**config.mk**
```make
export PLATFORM = sky130hd
export DESIGN_NAME = pipe_stage_reg
export DESIGN_NICKNAME = d
export VERILOG_FILES = /design/src/rtl/mips_pkg.sv /design/src/rtl/stage_skid_buf.sv /design/src/rtl/pipe_stage_reg.sv
export SDC_FILE = /design/constraint.sdc
export NUM_CORES = 1
export LEC_CHECK = 0
export BUFFER_PORTS_ARGS = -buffer_cell sky130_fd_sc_hd__clkbuf_2
export CORE_ASPECT_RATIO = 0.8
export CORE_MARGIN = 2
export CORE_UTILIZATION = 50
export CTS_BUF_LIST = sky130_fd_sc_hd__clkbuf_2 sky130_fd_sc_hd__clkbuf_4 sky130_fd_sc_hd__clkbuf_8
export DETAILED_ROUTE_END_ITERATION = 7
export PLACE_DENSITY = 0.79
export SLEW_MARGIN = 40
export SYNTH_ARGS = -nofsm -noshare
export SYNTH_HDL_FRONTEND = slang
export SYNTH_SLANG_ARGS = --single-unit
```
**constraint.sdc**
```tcl
create_clock -name clk -period 2 [get_ports clk]
set_clock_uncertainty 0.2 [all_clocks]
set_input_delay 0.1 -clock clk [delete_from_list [all_inputs] [get_ports clk]]
set_output_delay 0.1 -clock clk [all_outputs]
set_load 0.02 [all_outputs]
```
**src/rtl/mips_pkg.sv**
```systemverilog
// Shared MIPS pipeline definitions.
// Holds the reset and exception PC values, the CP0 ExcCode values and the
// per-entry metadata record that travels alongside each stage payload.
package mips_pkg;

    localparam logic [31:0] RESET_PC = 32'h0000_3000;
    localparam logic [31:0] EXC_PC   = 32'h0000_4180;

    localparam logic [4:0] EXC_INT  = 5'd0;
    localparam logic [4:0] EXC_ADEL = 5'd4;
    localparam logic [4:0] EXC_ADES = 5'd5;
    localparam logic [4:0] EXC_RI   = 5'd10;
    localparam logic [4:0] EXC_OV   = 5'd12;

    typedef struct packed {
        logic [31:0] pc;
        logic [31:0] instr;
        logic        bd;
        logic        exc_v;
        logic [4:0]  exc;
    } stage_meta_t;

endpackage

```
**src/rtl/stage_skid_buf.sv**
```systemverilog
// One-entry skid buffer for a pipeline stage register.
// Ports:
//   clk, reset   clock and synchronous active-high reset
//   clear        drop the held entry (exception or flush)
//   load         capture meta_in/data_in, buffer becomes full
//   pop          entry has been moved to the main register, buffer empties
//   full         buffer holds an entry
//   meta, data   held entry
module stage_skid_buf
    import mips_pkg::*;
#(
    parameter int DATA_W = 96
) (
    input  logic              clk,
    input  logic              reset,
    input  logic              clear,
    input  logic              load,
    input  logic              pop,
    input  stage_meta_t       meta_in,
    input  logic [DATA_W-1:0] data_in,
    output logic              full,
    output stage_meta_t       meta,
    output logic [DATA_W-1:0] data
);

    always_ff @(posedge clk) begin
        if (reset || clear) begin
            full <= 1'b0;
            meta <= '0;
            data <= '0;
        end else if (load) begin
            full <= 1'b1;
            meta <= meta_in;
            data <= data_in;
        end else if (pop) begin
            full <= 1'b0;
        end
    end

endmodule

```
**src/rtl/pipe_stage_reg.sv**
```systemverilog
// Generic inter-stage register for the MIPS pipeline (F/D, D/E, E/M, M/W).
// Valid/ready handshake with an optional one-entry skid buffer, bubble
// insertion that keeps PC/BD for CP0, exception-vector flush (req) and merging
// of the producing stage's exception into the entry being captured.
// Ports:
//   clk, reset            clock, synchronous active-high reset
//   req                   exception: drop everything, out_pc <= EXC_PC
//   flush                 load a bubble carrying in_pc/in_bd
//   stall                 hold all state, in_ready low
//   in_valid/in_ready     upstream handshake
//   in_pc..in_data        upstream entry, loc_exc_v/loc_exc local exception
//   out_valid/out_ready   downstream handshake
//   out_pc..out_data      registered entry
module pipe_stage_reg
    import mips_pkg::*;
#(
    parameter int          DATA_W   = 96,
    parameter logic [31:0] RESET_PC = mips_pkg::RESET_PC,
    parameter logic [31:0] EXC_PC   = mips_pkg::EXC_PC,
    parameter bit          SKID_EN  = 1'b1
) (
    input  logic              clk,
    input  logic              reset,
    input  logic              req,
    input  logic              flush,
    input  logic              stall,
    input  logic              in_valid,
    output logic              in_ready,
    input  logic [31:0]       in_pc,
    input  logic [31:0]       in_instr,
    input  logic              in_bd,
    input  logic              in_exc_v,
    input  logic [4:0]        in_exc,
    input  logic              loc_exc_v,
    input  logic [4:0]        loc_exc,
    input  logic [DATA_W-1:0] in_data,
    output logic              out_valid,
    input  logic              out_ready,
    output logic [31:0]       out_pc,
    output logic [31:0]       out_instr,
    output logic              out_bd,
    output logic              out_exc_v,
    output logic [4:0]        out_exc,
    output logic [DATA_W-1:0] out_data
);

    stage_meta_t       cap_meta, main_meta, skid_meta;
    logic [DATA_W-1:0] cap_data, main_data, skid_data;
    logic              main_vld, skid_full;
    logic              hs_ready, main_load, up_fire, skid_load, skid_pop;

    // Entry as it would be captured from upstream. With in_valid low this is
    // a bubble that still carries PC/BD so CP0 sees the right EPC/BD.
    always_comb begin
        cap_meta.pc    = in_pc;
        cap_meta.bd    = in_bd;
        cap_meta.instr = in_valid ? in_instr : 32'd0;
        cap_meta.exc_v = in_valid & (in_exc_v | loc_exc_v);
        // Older (upstream) exception takes precedence over the local one.
        cap_meta.exc   = !in_valid ? 5'd0 : (in_exc_v ? in_exc : loc_exc);
        cap_data       = in_valid ? in_data : '0;
    end

    always_comb begin
        hs_ready  = SKID_EN ? !skid_full : (out_ready | !main_vld);
        // reset/req/flush all discard the upstream entry, so it is consumed.
        in_ready  = reset | req | flush | (!stall & hs_ready);
        main_load = !stall & (!main_vld | out_ready);
        up_fire   = in_valid & in_ready;
        skid_load = SKID_EN & !req & !flush & !stall & up_fire & !main_load;
        skid_pop  = main_load & skid_full;
    end

    generate
        if (SKID_EN) begin : g_skid
            stage_skid_buf #(.DATA_W(DATA_W)) u_skid (
                .clk     (clk),
                .reset   (reset),
                .clear   (req | flush),
                .load    (skid_load),
                .pop     (skid_pop),
                .meta_in (cap_meta),
                .data_in (cap_data),
                .full    (skid_full),
                .meta    (skid_meta),
                .data    (skid_data)
            );
        end else begin : g_noskid
            assign skid_full = 1'b0;
            assign skid_meta = '0;
            assign skid_data = '0;
        end
    endgenerate

    always_ff @(posedge clk) begin
        if (reset || req) begin
            main_vld  <= 1'b0;
            main_meta <= '0;
            main_meta.pc <= reset ? RESET_PC : EXC_PC;
            main_data <= '0;
        end else if (flush) begin
            main_vld  <= 1'b0;
            main_meta <= '0;
            main_meta.pc <= in_pc;
            main_meta.bd <= in_bd;
            main_data <= '0;
        end else if (main_load) begin
            if (skid_full) begin
                main_vld  <= 1'b1;
                main_meta <= skid_meta;
                main_data <= skid_data;
            end else begin
                main_vld  <= in_valid;
                main_meta <= cap_meta;
                main_data <= cap_data;
            end
        end
    end

    assign out_valid = main_vld;
    assign out_pc    = main_meta.pc;
    assign out_instr = main_meta.instr;
    assign out_bd    = main_meta.bd;
    assign out_exc_v = main_meta.exc_v;
    assign out_exc   = main_meta.exc;
    assign out_data  = main_data;

endmodule
```
==> impl_metrics.env <==
export IMPL_status="finished, violations left"
export IMPL_violations="negative setup slack"
export IMPL_via_per_inst=5.47
export IMPL_final_cell_mix="383 x nand2_1, 348 x clkbuf_2, 302 x dfxtp_1"
export IMPL_io_buffers=348
export IMPL_power_frac_clock_pct=44.0
export IMPL_crit_arrival_ps=2310
export IMPL_switching_share_pct=23.0
export IMPL_layout_cells_non_filler=2269
export IMPL_required_ps=2240
export IMPL_fin_ws_ps=-64.4
export IMPL_track_usage_pct=29.1
export IMPL_die_h_um=152
export IMPL_dpl_hpwl_um=23900
export IMPL_power_density_mw_per_mm2=771
export IMPL_intPower_uw=11200
export IMPL_avgSynthCellArea_um2=10.1
export IMPL_ys_types=36
export IMPL_drv_slew=0
export IMPL_dr_pass1_iters=7
export IMPL_cts_sinks=336
export IMPL_grt_pass1_vias=12900
export IMPL_rsz0062_at_grt="no"
export IMPL_antenna_found_initial=3
export IMPL_power_leakage_uw=0.00728
export IMPL_gp_congestion=0.824
export IMPL_grt_pass1_wl_um=68100
export IMPL_core_area_mm2=0.0271
export IMPL_setup_viol=3
export IMPL_synth_seq_cells=336
export IMPL_hp_class="in -> reg"
export IMPL_cts_buffers=51
export IMPL_clkTransAtPathRegs_ps=60
export IMPL_postRouteAntennaNets=0
export IMPL_grt_max_degree=169
export IMPL_final_core_util_pct=69.5
export IMPL_syn_instance_count=1351
export IMPL_cts_tree="done"
export IMPL_ios=349
export IMPL_fin_area_mm2=0.0188
export IMPL_start_util_pct=50.5
export IMPL_combPwrFrac_pct=8.4
export IMPL_layout_commonest_cell="nand2_1"
export IMPL_wirelength_um=43200
export IMPL_worstPathMaxFanout=168
export IMPL_finalSetupTns_ps=-124
export IMPL_syn_cell_area_mm2=0.0137
export IMPL_cap_violations=0
export IMPL_hold_viol=0
export IMPL_clk_latency_ps=550
export IMPL_drt_initial_drc_count=840
export IMPL_max_freq_mhz=484
export IMPL_worstSetupPathType="in -> reg"
export IMPL_route_detailed_drc=0
export IMPL_synth_seq_area_share_pct=51.5
export IMPL_wire_per_inst_um=19.0
export IMPL_p_switching_uw=3340
export IMPL_area_growth_pct=37.4
export IMPL_finalCritPeriodShare_pct=103
export IMPL_cts_max_path_buffers=3
export IMPL_h_tree_depth=2
export IMPL_fin_nets=2040
export IMPL_max_vdd_ir_drop_uv=647
export IMPL_dpl_cell_count=1987
export IMPL_layout_drive_gt1_share_pct=32.0
export IMPL_syn_nets=1531
export IMPL_place_area_mm2=0.0158
export IMPL_worstMarginPinSlew_ps=1110
export IMPL_fin_crit_ps=2060
export IMPL_vias=12400
export IMPL_ys_warn_count=0
export IMPL_die_area_mm2=0.0287
export IMPL_rows=54
export IMPL_ctsRootBufferMaster="clkbuf_8"
export IMPL_max_slew_margin_rel_pct=25.9
export IMPL_start_kind="input port"
export IMPL_grt_remaining_overflow=0
export IMPL_die_x_um=189
export IMPL_worstSetupEndpointType="flop"
export IMPL_seq_power_share_pct=47.6
==> final cells by class <==
class / count / area, µm²
inverters: 3 / 15.0
fillers: 1846 / 8270
repair buffers: 571 / 4150
well taps: 364 / 455
flip-flops and latches: 336 / 7050
diodes: 3 / 7.51
clock inverters: 6 / 105
clock buffers: 89 / 1070
multi-input cells: 897 / 5970
==> power by group through the flow <==
stage / sequential [µW] / clock (µW) / combinational [µW]
after CTS: 6910 / 6440 / 1170
after global placement: 7060 / 0 / 859
after floorplan: 7150 / 0 / 369
after detailed placement: 7060 / 0 / 874
final: 6920 / 6380 / 1220
after global routing: 6920 / 6770 / 1290
==> cells in the mapped netlist <==
| library cell | number | share of area (%) |
|---|---|---|
| a211oi_1 | 1 | 0.055 |
| a21oi_1 | 198 | 7.2 |
| a22oi_1 | 14 | 0.77 |
| buf_1 | 2 | 0.055 |
| buf_12 | 11 | 1.6 |
| buf_2 | 27 | 0.99 |
| buf_4 | 13 | 0.71 |
| buf_6 | 3 | 0.25 |
| clkbuf_1 | 59 | 1.6 |
| dfxtp_1 | 304 | 44 |
| edfxtp_1 | 32 | 7.0 |
| inv_1 | 3 | 0.082 |
| mux2_2 | 8 | 0.66 |
| mux2i_1 | 121 | 8.8 |
| nand2_1 | 384 | 11 |
| nand2b_1 | 1 | 0.046 |
| nand3_1 | 5 | 0.18 |
| nor2_1 | 9 | 0.25 |
| nor2_2 | 1 | 0.046 |
| nor2b_1 | 3 | 0.14 |
| nor3_1 | 2 | 0.073 |
| nor3_4 | 1 | 0.12 |
| nor3b_1 | 1 | 0.055 |
| o2111a_1 | 1 | 0.082 |
| o2111ai_2 | 1 | 0.11 |
| o21a_1 | 1 | 0.055 |
| o21ai_0 | 3 | 0.11 |
| o21bai_1 | 3 | 0.16 |
| o21bai_4 | 1 | 0.14 |
| o22a_1 | 1 | 0.064 |
| o2bb2ai_1 | 34 | 2.2 |
| o2bb2ai_2 | 98 | 11 |
| o2bb2ai_4 | 2 | 0.40 |
| o31ai_1 | 1 | 0.055 |
| or3b_1 | 1 | 0.064 |
| or3b_2 | 1 | 0.064 |
==> logic make-up (layout without fill, tap and decap cells) <==
logic type / count (synthesis) / count (layout) / synth area share [%]
simple gates: 409 / 409 / 11.6
buf+inv: 118 / 669 / 5.31
compound gates: 359 / 359 / 22.2
mux: 129 / 129 / 9.50
flops: 336 / 336 / 51.5
other cells: 0 / 3 / 0
==> routing by layer <==
metal | track usage [%] | up-vias | wire (µm) | share of wire [%]
li1 | - | 5760 | - | -
met5 | 0 | - | 0 | 0
met2 | 49.0 | 559 | 21300 | 49
met1 | 34.6 | 5939 | 16900 | 39
met3 | 6.56 | 151 | 2930 | 6.8
met4 | 15.3 | 0 | 2130 | 4.9
==> sequential cells by signal, indices dropped and copies added (netlist names) <==
name and cells:
out_instr 32, out_exc_v 1, out_bd 1, g_skid.u_skid.data 96, out_data 96, out_valid 1, g_skid.u_skid.full 1, g_skid.u_skid.meta 71
out_pc 32, out_exc 5
==> critical path: stages <==
cell	delay, ps
dlygate4sd3_1	550
clkbuf_2	120
buf_4	160
nor2_1	240
nand2_4	110
buf_12	230
a21oi_1	420
==> what timing repair did <==
item / in CTS / in global routing
gates resized for setup: 0 / 2
endpoints found under the hold margin: 336 / 0
endpoints found under the setup margin: 0 / 24
buffers inserted: 0 / 4
hold buffers: 180 / 0
==> per-stage QoR <==
stage,total power (µW),setup slack (ps),hold slack (ps)
2_1_floorplan,7510,39.8,36.0
3_3_place_gp,7920,117,136
3_5_place_dp,7930,73.5,141
4_1_cts,14500,32.0,95.8
5_1_grt,15000,3.42,122
6_report,14500,-64.4,130
==> path summary, 6_finish.rpt <==
| check | slack (ps) | endpoint | from | depth (start not counted) |
|---|---|---|---|---|
| worst min register to register | 250 | g_skid.u_skid.data[0] | g_skid.u_skid.data[0] | 2 |
| worst max register to register | 40 | g_skid.u_skid.meta[39] | g_skid.u_skid.full | 6 |
| worst min-delay path | 130 | g_skid.u_skid.meta[29] | in_instr[22] | 4 |
| worst max-delay path | -60 | g_skid.u_skid.meta[47] | reset | 7 |
Note: power is estimated with default switching activity, not from simulation.
